`src/rtl/fetch_arb_pkg.sv`:
```
// Shared types and constants for the two-requester SDRAM burst-read arbiter.
// Latency: n/a (declarations only).
// Backpressure: n/a (declarations only).
//
// Holds the FSM state encoding, the requester index type and the fixed Avalon
// constants used by fetch_arbiter and fetch_arb_select.
package fetch_arb_pkg;

    // FSM state encoding, kept as plain constants so existing code that
    // compares raw state values keeps working.
    typedef logic [1:0] state_t;
    localparam state_t IDLE = 2'd0;
    localparam state_t CMD  = 2'd1;
    localparam state_t DATA = 2'd2;

    // Requester index: 0 = background loader, 1 = sprite/tile loader.
    typedef logic req_idx_t;
    localparam req_idx_t REQ_BG  = 1'b0;
    localparam req_idx_t REQ_SPR = 1'b1;

    // Every read fetches full words.
    localparam logic [3:0] BYTEEN_ALL = 4'hF;

    // Largest burst the SDRAM port supports; a burstcount of 0 means this many.
    localparam int MAX_BURST = 16;

endpackage : fetch_arb_pkg

```
`src/rtl/fetch_arb_select.sv`:
```
// Combinational winner selection between the two fetch requesters.
// Latency: 0 cycles (pure combinational).
// Backpressure: none; the caller samples the result only when it can start a burst.
//
// Ports:
//   r0_req, r1_req  - level requests from the background and sprite loaders
//   last_grant      - requester that won the previous arbitration
//   any_req         - at least one request is pending
//   winner          - index of the requester that should be served next
//
// Build option: FETCH_ARB_BG_PRIORITY_EN gives requester 0 strict priority;
// without it the two requesters alternate when both are waiting.
module fetch_arb_select
    import fetch_arb_pkg::*;
(
    input  logic     r0_req,
    input  logic     r1_req,
    input  req_idx_t last_grant,
    output logic     any_req,
    output req_idx_t winner
);

`ifdef FETCH_ARB_BG_PRIORITY_EN
    // Round-robin history is kept by the top level but has no say here.
    logic unused_last_grant;
    assign unused_last_grant = last_grant;
`endif

    always_comb begin
        any_req = r0_req | r1_req;
        winner  = REQ_BG;
`ifdef FETCH_ARB_BG_PRIORITY_EN
        // Background line fill must never starve under sprite load.
        if (r0_req) begin
            winner = REQ_BG;
        end else if (r1_req) begin
            winner = REQ_SPR;
        end
`else
        // Under contention the requester that did not win last time goes next.
        if (r0_req && r1_req) begin
            winner = ~last_grant;
        end else if (r1_req) begin
            winner = REQ_SPR;
        end else begin
            winner = REQ_BG;
        end
`endif
    end

endmodule : fetch_arb_select

```
`src/rtl/fetch_arbiter.sv`:
```
// Shares one Avalon-MM burst read master between the background and sprite loaders.
// Latency: req -> m_read 1 cycle; m_readdatavalid -> rdvalid/rd_data 1 cycle.
// Backpressure: command held stable while m_waitrequest; requesters hold req until grant.
//
// Ports:
//   clk, reset            - system clock, asynchronous active-high reset
//   rN_req/address/burstcount
//                         - per-requester burst request (level, held until rN_grant)
//   rN_grant              - one-cycle pulse in the cycle the slave accepts the command
//   rN_rdvalid, rN_done   - beat strobe and last-beat strobe, aligned with rd_data
//   rd_data               - registered read data shared by both requesters
//   m_*                   - Avalon-MM burst read master towards the SDRAM controller
//   busy                  - high whenever a burst is in flight (state != IDLE)
//
// Build option: FETCH_ARB_BG_PRIORITY_EN (see fetch_arb_select) gives requester 0
// strict priority; default is round-robin.
module fetch_arbiter
    import fetch_arb_pkg::*;
#(
    parameter int ADDR_W  = 30,
    parameter int DATA_W  = 32,
    parameter int BURST_W = 5
) (
    input  logic               clk,
    input  logic               reset,

    input  logic               r0_req,
    input  logic [ADDR_W-1:0]  r0_address,
    input  logic [BURST_W-1:0] r0_burstcount,
    output logic               r0_grant,
    output logic               r0_rdvalid,
    output logic               r0_done,

    input  logic               r1_req,
    input  logic [ADDR_W-1:0]  r1_address,
    input  logic [BURST_W-1:0] r1_burstcount,
    output logic               r1_grant,
    output logic               r1_rdvalid,
    output logic               r1_done,

    output logic [DATA_W-1:0]  rd_data,

    output logic               m_read,
    output logic               m_chipselect,
    output logic [3:0]         m_byteenable,
    output logic [ADDR_W-1:0]  m_address,
    output logic [BURST_W-1:0] m_burstcount,
    output logic               m_beginbursttransfer,
    input  logic               m_waitrequest,
    input  logic               m_readdatavalid,
    input  logic [DATA_W-1:0]  m_readdata,

    output logic               busy
);

    state_t             state;
    req_idx_t           winner_q;      // requester owning the current burst
    req_idx_t           last_grant;    // round-robin history
    req_idx_t           sel_winner;
    logic               any_req;
    logic [BURST_W-1:0] beat_cnt;      // beats still expected in DATA
    logic [BURST_W-1:0] beats_to_load;
    logic               accept;
    logic               beat;
    logic               last_beat;

    fetch_arb_select u_select (
        .r0_req     (r0_req),
        .r1_req     (r1_req),
        .last_grant (last_grant),
        .any_req    (any_req),
        .winner     (sel_winner)
    );

    // The slave takes the command on the first CMD cycle without waitrequest.
    assign accept = (state == CMD) && !m_waitrequest;

    // Beats only count while a burst is outstanding. Once the counter has hit
    // zero any further readdatavalid is spurious and must not wrap the counter.
    assign beat      = (state == DATA) && m_readdatavalid && (beat_cnt != '0);
    assign last_beat = beat && (beat_cnt == BURST_W'(1));

    // burstcount 0 is not a legal Avalon value; treat it as the maximum burst
    // so the arbiter never hangs waiting for a zero-length transfer.
    assign beats_to_load = (m_burstcount == '0) ? BURST_W'(MAX_BURST) : m_burstcount;

    assign m_chipselect = m_read;
    assign m_byteenable = BYTEEN_ALL;
    assign busy         = (state != IDLE);

    assign r0_grant = accept && (winner_q == REQ_BG);
    assign r1_grant = accept && (winner_q == REQ_SPR);

    // ------------------------------------------------------------------
    // State machine
    // ------------------------------------------------------------------
    always_ff @(posedge clk or posedge reset) begin
        if (reset) begin
            state <= IDLE;
        end else begin
            case (state)
                IDLE: begin
                    if (any_req) begin
                        state <= CMD;
                    end
                end
                CMD: begin
                    if (!m_waitrequest) begin
                        state <= DATA;
                    end
                end
                DATA: begin
                    // Stay one extra cycle after the last beat so done is
                    // presented while busy is still high; busy drops the
                    // following cycle and arbitration resumes from IDLE.
                    if (beat_cnt == '0) begin
                        state <= IDLE;
                    end
                end
                default: state <= IDLE;
            endcase
        end
    end

    // ------------------------------------------------------------------
    // Command phase: latch the winner's request and drive Avalon
    // ------------------------------------------------------------------
    always_ff @(posedge clk or posedge reset) begin
        if (reset) begin
            winner_q             <= REQ_BG;
            last_grant           <= REQ_SPR;   // so requester 0 wins the first contention
            m_address            <= '0;
            m_burstcount         <= '0;
            m_read               <= 1'b0;
            m_beginbursttransfer <= 1'b0;
        end else begin
            // The begin-burst strobe marks only the first command cycle,
            // even when the slave stalls the command with waitrequest.
            m_beginbursttransfer <= 1'b0;

            if ((state == IDLE) && any_req) begin
                winner_q             <= sel_winner;
                m_address            <= (sel_winner == REQ_SPR) ? r1_address : r0_address;
                m_burstcount         <= (sel_winner == REQ_SPR) ? r1_burstcount : r0_burstcount;
                m_read               <= 1'b1;
                m_beginbursttransfer <= 1'b1;
            end

            if (accept) begin
                m_read     <= 1'b0;
                last_grant <= winner_q;
            end
        end
    end

    // ------------------------------------------------------------------
    // Data phase: count beats, register data, steer strobes to the owner
    // ------------------------------------------------------------------
    always_ff @(posedge clk or posedge reset) begin
        if (reset) begin
            beat_cnt   <= '0;
            rd_data    <= '0;
            r0_rdvalid <= 1'b0;
            r1_rdvalid <= 1'b0;
            r0_done    <= 1'b0;
            r1_done    <= 1'b0;
        end else begin
            r0_rdvalid <= 1'b0;
            r1_rdvalid <= 1'b0;
            r0_done    <= 1'b0;
            r1_done    <= 1'b0;

            if (accept) begin
                beat_cnt <= beats_to_load;
            end else if (beat) begin
                beat_cnt <= beat_cnt - BURST_W'(1);
            end

            if (beat) begin
                rd_data    <= m_readdata;
                r0_rdvalid <= (winner_q == REQ_BG);
                r1_rdvalid <= (winner_q == REQ_SPR);
                r0_done    <= last_beat && (winner_q == REQ_BG);
                r1_done    <= last_beat && (winner_q == REQ_SPR);
            end
        end
    end

endmodule : fetch_arbiter

```
`config.mk`:
```
export PLATFORM = sky130hd
export DESIGN_NAME = fetch_arbiter
export DESIGN_NICKNAME = d
export VERILOG_FILES = /design/src/rtl/fetch_arb_pkg.sv /design/src/rtl/fetch_arb_select.sv /design/src/rtl/fetch_arbiter.sv
export SDC_FILE = /design/constraint.sdc
export NUM_CORES = 1
export LEC_CHECK = 0
export CAP_MARGIN = 30
export CORE_AREA = 2 2 102 104
export CTS_CLUSTER_DIAMETER = 150
export CTS_CLUSTER_SIZE = 12
export DETAILED_ROUTE_END_ITERATION = 10
export DIE_AREA = 0 0 104 106
export PLACE_DENSITY = 0.8
export SLEW_MARGIN = 5
export SYNTH_ARGS = -nofsm -noshare
export SYNTH_HDL_FRONTEND = slang
export SYNTH_SLANG_ARGS = --single-unit
```
`constraint.sdc`:
```
create_clock -name clk -period 3.8 [get_ports clk]
set_input_delay 0.76 -clock clk [delete_from_list [all_inputs] [get_ports clk]]
set_output_delay 0.76 -clock clk [all_outputs]
set_load 0.01 [all_outputs]
```
======== Yosys cells after proc, flatten, opt, wreduce, memory -nomap -nowiden ========
Index checks and enable logic that the tools add are counted.
storage, ports and cells
  register bits after elaboration ......... 82
  latch bits .............................. 0
  bits in writable memories ............... 0
  ROM bits ................................ 0
  input bits .............................. 108
  output and inout port bits .............. 81
  word-level logic and storage cells ...... 60
  memories ................................ 0
operators by class
  $add $sub $neg .......................... 1
  $mul .................................... 0
  div/mod/pow operators ................... 0
  $lt $le $gt $ge ......................... 0
  eq/ne operators ......................... 6
  shift-type cells ........................ 0
  mux-type cells .......................... 18
  bitwise logic cells ..................... 3
  reduce and logical (&&, ||, !) cells .... 19
operators by type and width
  cell                                                                    count
  30-bit two-way mux                                                      1
  5-bit two-way mux                                                       4
  1-bit logical AND                                                       10
  5-bit logical NOT                                                       2
  1-bit two-way mux                                                       9
  2-bit two-way mux                                                       3
  2-bit one-hot mux with 3 select lines                                   1
  2-bit nonzero test                                                      3
  5-bit by 1-bit equality test with 1-bit output (second input constant)  1
  5-bit nonzero test                                                      1
  5-bit by 1-bit subtractor with 5-bit output (second input constant)     1
  2-bit != test (second input constant)                                   2
  3-bit AND reduction                                                     1
  2-bit by 1-bit equality test with 1-bit output (second input constant)  1
  2-bit equality test (second input constant)                             1
  2-bit logical NOT                                                       1
  2-bit by 1-bit != test with 1-bit output (second input constant)        1
  1-bit NOT                                                               2
  1-bit logical NOT                                                       1
  1-bit OR                                                                1

======== Logic depth before layout (Yosys ltp) ========
  word-level depth ........................ 6
  depth in mapped cells ................... 7
  mapped depth without buffers ............ 5

======== Modules after synthesis ========
From an unflattened synthesis, not the netlist that was laid out.
second synthesis, totals
  cell total of the unflattened synthesis .. 294
  area, all modules ....................... 3708.6 sq um
by module, submodules not included
  module            times used  cells an instance  area each (sq um)  sequential area each (sq um)
  fetch_arbiter     1           292                3694.8             2053.2
  fetch_arb_select  1           2                  13.8               0.0

======== Worst setup path after synthesis ========
No wires, ideal clock.
  path kind ............................... input-to-output
  start point ............................. in m_waitrequest
  end point ............................... out r1_grant
  arrival time ............................ 1.561 ns
  data required time ...................... 3.040 ns
  path slack .............................. 1.479 ns
  cell stages on the path ................. 3
  path buffers ............................ 1
  cell sequence ........................... or3b_2 clkbuf_1 nor2_1
between the ends
  longest elaborated chain between the ends .. 3
RTL lines
  what               line                 RTL
  from (decl)        fetch_arbiter.sv:49  input logic m_waitrequest,
  1-bit logical NOT  -
  1-bit logical AND  fetch_arbiter.sv:76  assign accept = (state == CMD) && !m_waitrequest;
  1-bit logical AND  fetch_arbiter.sv:92  assign r1_grant = accept && (winner_q == REQ_SPR);
  to (decl)          fetch_arbiter.sv:37  output logic r1_grant,
No other way between the ends.

======== Worst setup path in the final report ========
Ends and elaborated chain as after synthesis.

==> impl_summary.md <==
Timing
The share of the clock period used by the worst path is approximately 86%. The worst path in the final design needs a cycle of between 3000 and 4000 ps, including I/O delays and setup. Measured against its own limit, the worst slew margin works out to 38.65%. The number of pins with negative max-slew slack in the final report is 0. In the post-route analysis, the smallest setup slack over all paths is 527.5 ps. At the pin with the least slew margin, the transition time is 920.2 ps. The number of hold violations in the final report was 0.

The final-layout setup total negative slack is 0 ps. Setup violations remaining at the end of the flow were counted as 0. For the final database, setup skew stands at a little over 10 ps.

Timing would allow up to roughly 300 MHz. Setup repair after global routing left no endpoint under its margin.

Worst setup path
The startpoint type of the worst setup path is an input pin. On the worst path, the slowest cell contributes a delay of between 500 and 600 ps. The slowest stage of the critical path is the clkdlybuf4s50_1 cell. The cell family with the largest share of critical-path delay is buffers and inverters. The worst-case register-to-register setup slack is roughly 1300 ps. The maximum fanout along the worst path is 8. The signal on the critical path passes through clkdlybuf4s50_1 -> or3b_2 -> nor2_1 -> clkdlybuf4s50_1. The setup path with the least slack is of type input pin to output pin. The most repeated library cell on the critical path is clkdlybuf4s50_1. The combined buffer and inverter count along the critical path is 2.

The worst reg-to-reg path cell count is 6. The worst path required time is between 3000 and 4000 ps. The worst setup path is captured at an output pin. The arrival time at the worst endpoint is 2510 ps. The endpoint of the worst register-to-register path is rd_data[2]. The startpoint identified for the worst register-to-register timing path is beat_cnt[0].

Route
The iteration-0 DRC count of the detailed router is between 40 and 50. The routed design has between 9000 and 10000 um of wire. Across all layers, the routed design uses around 2.7k vias.

The count of nets left with antenna violations once routing finished came out at 0. In the final routed layout, each cell accounts on average for 15.83 um. The iteration count of the initial detailed-routing pass is 4. In the routed design, unresolved DRC markers number 0. The detailed-route vias per instance is ~4.7.

Outcome
The run finished with clean final reports.

Synth
By area the synthesized netlist is led by dfrtp_1 (53%), mux2_2 (22%), mux2_4 (10%), buf_4 (1.2%), buf_12 (1.1%). The share of the Yosys chip area taken by registers is a little over half. The leading area contributor after synthesis is dfrtp_1.

The area share of the largest cell type after synthesis is 53.24%. Counting flops and latches in the post-synthesis netlist gives between 80 and 90. Counting flops with a built-in enable in the synthesized netlist gives 0. The Yosys step of the flow raised 0 warnings. The post-synthesis area per instance is 14.99 um^2. After synthesis, the share of flip-flops with an asynchronous set or reset is between 90% and 100%. The netlist uses 38 different library cells. The count of mapped cells out of synthesis is about 250. The leading register cell type out of synthesis is dfrtp_1.

The area of the mapped netlist is 3807 um^2.

Global route
The global routing usage on met3 is under 10%. The number of global-route vias before repair is 3095. The first global-routing pass estimated between 15000 and 20000 um of wire.

The total routing resource utilization after global routing is approximately 17%. The busiest layer in global routing is met2. The initial antenna violation count was 0. Global routing consumed, on the met1 layer, 19.48% of the routing resources. The global-route met2 utilization is a little under 30%. Entering global routing, the biggest net connects 38 pins.

The total grt overflow is 0.

Hold path
The end point of the worst hold path is r0_done. Counting instances, the worst hold path has a depth of 1. The worst min-delay path category is register to register. In this run the most critical hold path is launched from winner_q.

Power and ir drop
The power density over the cells is 740.6 nW/um^2. The completed layout was analyzed and its total power is between 0.004 and 0.005 W. The worst ir drop on vdd is 0.0003740 V.

The leakage component of the power is ~2.5 nW.

Clocking
The post-CTS setup repair buffer count is 0. In this run the clock root is driven by a clkbuf_8. The clock reaches the later pin of the worst-skew pair after 340 ps. The longest clock path from root to sink contains 2 buffers.

The number of hold-repair buffers added at the cts stage is 0. The CTS tree is done. In this run, CTS created clock tree buffers numbering 9.

The total number of clock tree sinks is 82. In this run, post-CTS repair resized a total of 0 instances. In this run the number of H-tree levels came out at 3. The clock-pin transition on the worst setup and hold timing paths is approximately 70 ps.

Final layout
The final net count is 550. Registers take between 2000 and 2500 um^2. The fraction of layout cells with a size suffix above 1 is around 30%. The count of non-filler cells in the finished layout is 580. In the final layout, the multi-input gates occupy 1605 um^2.

From synthesis to final layout, the design area changed by 56.19%. The summed area of non-filler cells in the final layout is just under 6000 um^2. The layout has ~830 filler cells. The final antenna diode count is 0.

Job
Across the run, the number of max-cap violations was 0.

Place
The count of buffers inserted at the top-level ports is approximately 180. The worst-case setup slack after placement is around 530 ps. The placer congestion estimate is approximately 0.85. Summed over all nets, the half-perimeter wirelength after detailed placement is slightly below 7000 um. The number of placed cells counting well taps is around 560. The cell area after placement is approximately 5700 um^2.

Floorplanning
The initial core utilization is a little under two fifths. The area of the core is between 9000 and 10000 um^2. From bottom edge to top edge, the die measures 106 um. ~190 I/O pins were placed. The die extent in x is between 100 and 150 um. The floorplan has 37 rows. The die covers 11020 um^2.
[final cells by class]
cell class	count	share of cell area, %
Sequential cell	82	34.53
Timing Repair Buffer	189	31.60
Multi-Input combinational cell	150	26.99
Tap cell	136	2.861
Clock buffer	12	2.272
Clock inverter	4	1.283
Inverter	7	0.4629
[layout by cell type, fill, tap and decap left out, types with 2 or more instances in the layout]
cell type,Yosys,routed
clkdlybuf4s50_1,0,184
buf_4,6,5
inv_1,7,6
o211ai_1,2,2
mux2_4,26,26
nor2_1,7,7
or3_1,2,2
nor4_1,2,2
clkbuf_1,1,3
mux2_2,76,76
dfrtp_1,81,81
nor3_1,2,2
clkbuf_8,0,9
conb_1,1,4
nand2_1,4,4
ha_1,3,3
bufinv_16,0,2
o21ai_0,2,2
[through the flow]
| stage | hold WS (ps) | util (%) |
|---|---|---|
| 6_report | 485.8 | 59.47 |
| 5_1_grt | 500.9 | 59.47 |
| 4_1_cts | 489.5 | 59.47 |
| 3_5_place_dp | 477.4 | 57.36 |
| 3_3_place_gp | 468.4 | 57.36 |
| 2_1_floorplan | 445.3 | - |
[sequential cells by signal, summed over array words and instances (netlist names)]
name / cells
r1_rdvalid: 1
rd_data: 32
r1_done: 1
beat_cnt: 5
m_address: 30
m_chipselect: 1
m_burstcount: 5
state: 2
r0_rdvalid: 1
winner_q: 1
r0_done: 1
m_beginbursttransfer: 1
last_grant: 1
[where the power goes]
part           leakage, nW  switching, W  internal (W)  total, W
Clock                0.101      0.000305      0.000373  0.000677
Combinational         1.46      0.000764       0.00138   0.00214
Sequential           0.977      0.000277       0.00131   0.00158
[cells in the mapped netlist, types with 3 or more instances]
| cell | n |
|---|---|
| buf_2 | 7 |
| nor2_1 | 7 |
| mux2_4 | 26 |
| dfrtp_1 | 81 |
| ha_1 | 3 |
| nand2_1 | 4 |
| mux2_2 | 76 |
| buf_4 | 6 |
| inv_1 | 7 |
[routing by layer]
metal	up-vias	wire length, um	share of wire, %
li1	1267	-	-
met1	1358	3597	39
met2	102	4801	52
met3	17	585	6.4
met4	0	197	2.1
met5	-	0	0
[cells by family (layout without fill, tap and decap cells)]
group                    count (synthesis)  after routing  share of synthesized area (%)
flip-flops                              82             82                          53.93
AO/OA/AOI/OAI                           16             16                          3.319
AND/OR/NAND/NOR                         24             24                          4.141
other                                    1              4                        0.09849
buffers and inverters                   25            212                          4.535
adder cells (fa/ha/maj)                  3              3                         0.9860
multiplexers                           103            103                          32.99
[how the worst max path moves through the flow]
stage	startpoint	to	slack, ps	cells after the start
3_3_place_gp	m_waitrequest	r1_grant	570	4
5_1_grt	m_waitrequest	r1_grant	470	4
4_1_cts	m_waitrequest	r1_grant	530	4
6_report	m_waitrequest	r1_grant	530	4
3_5_place_dp	m_waitrequest	r1_grant	530	4
2_1_floorplan	reset	beat_cnt[0]	930	1
[worst reg2reg max path: cells and delay by family, from the launching register on]
| kind | cells | cell delay, ps |
|---|---|---|
| muxes | 1 | 320 |
| DFF | 1 | 410 |
| and+or+nand+nor | 2 | 1010 |
| buffers and inverters | 2 | 460 |
| adders and majority gates | 1 | 190 |
Power figures use the tool's default switching activity.
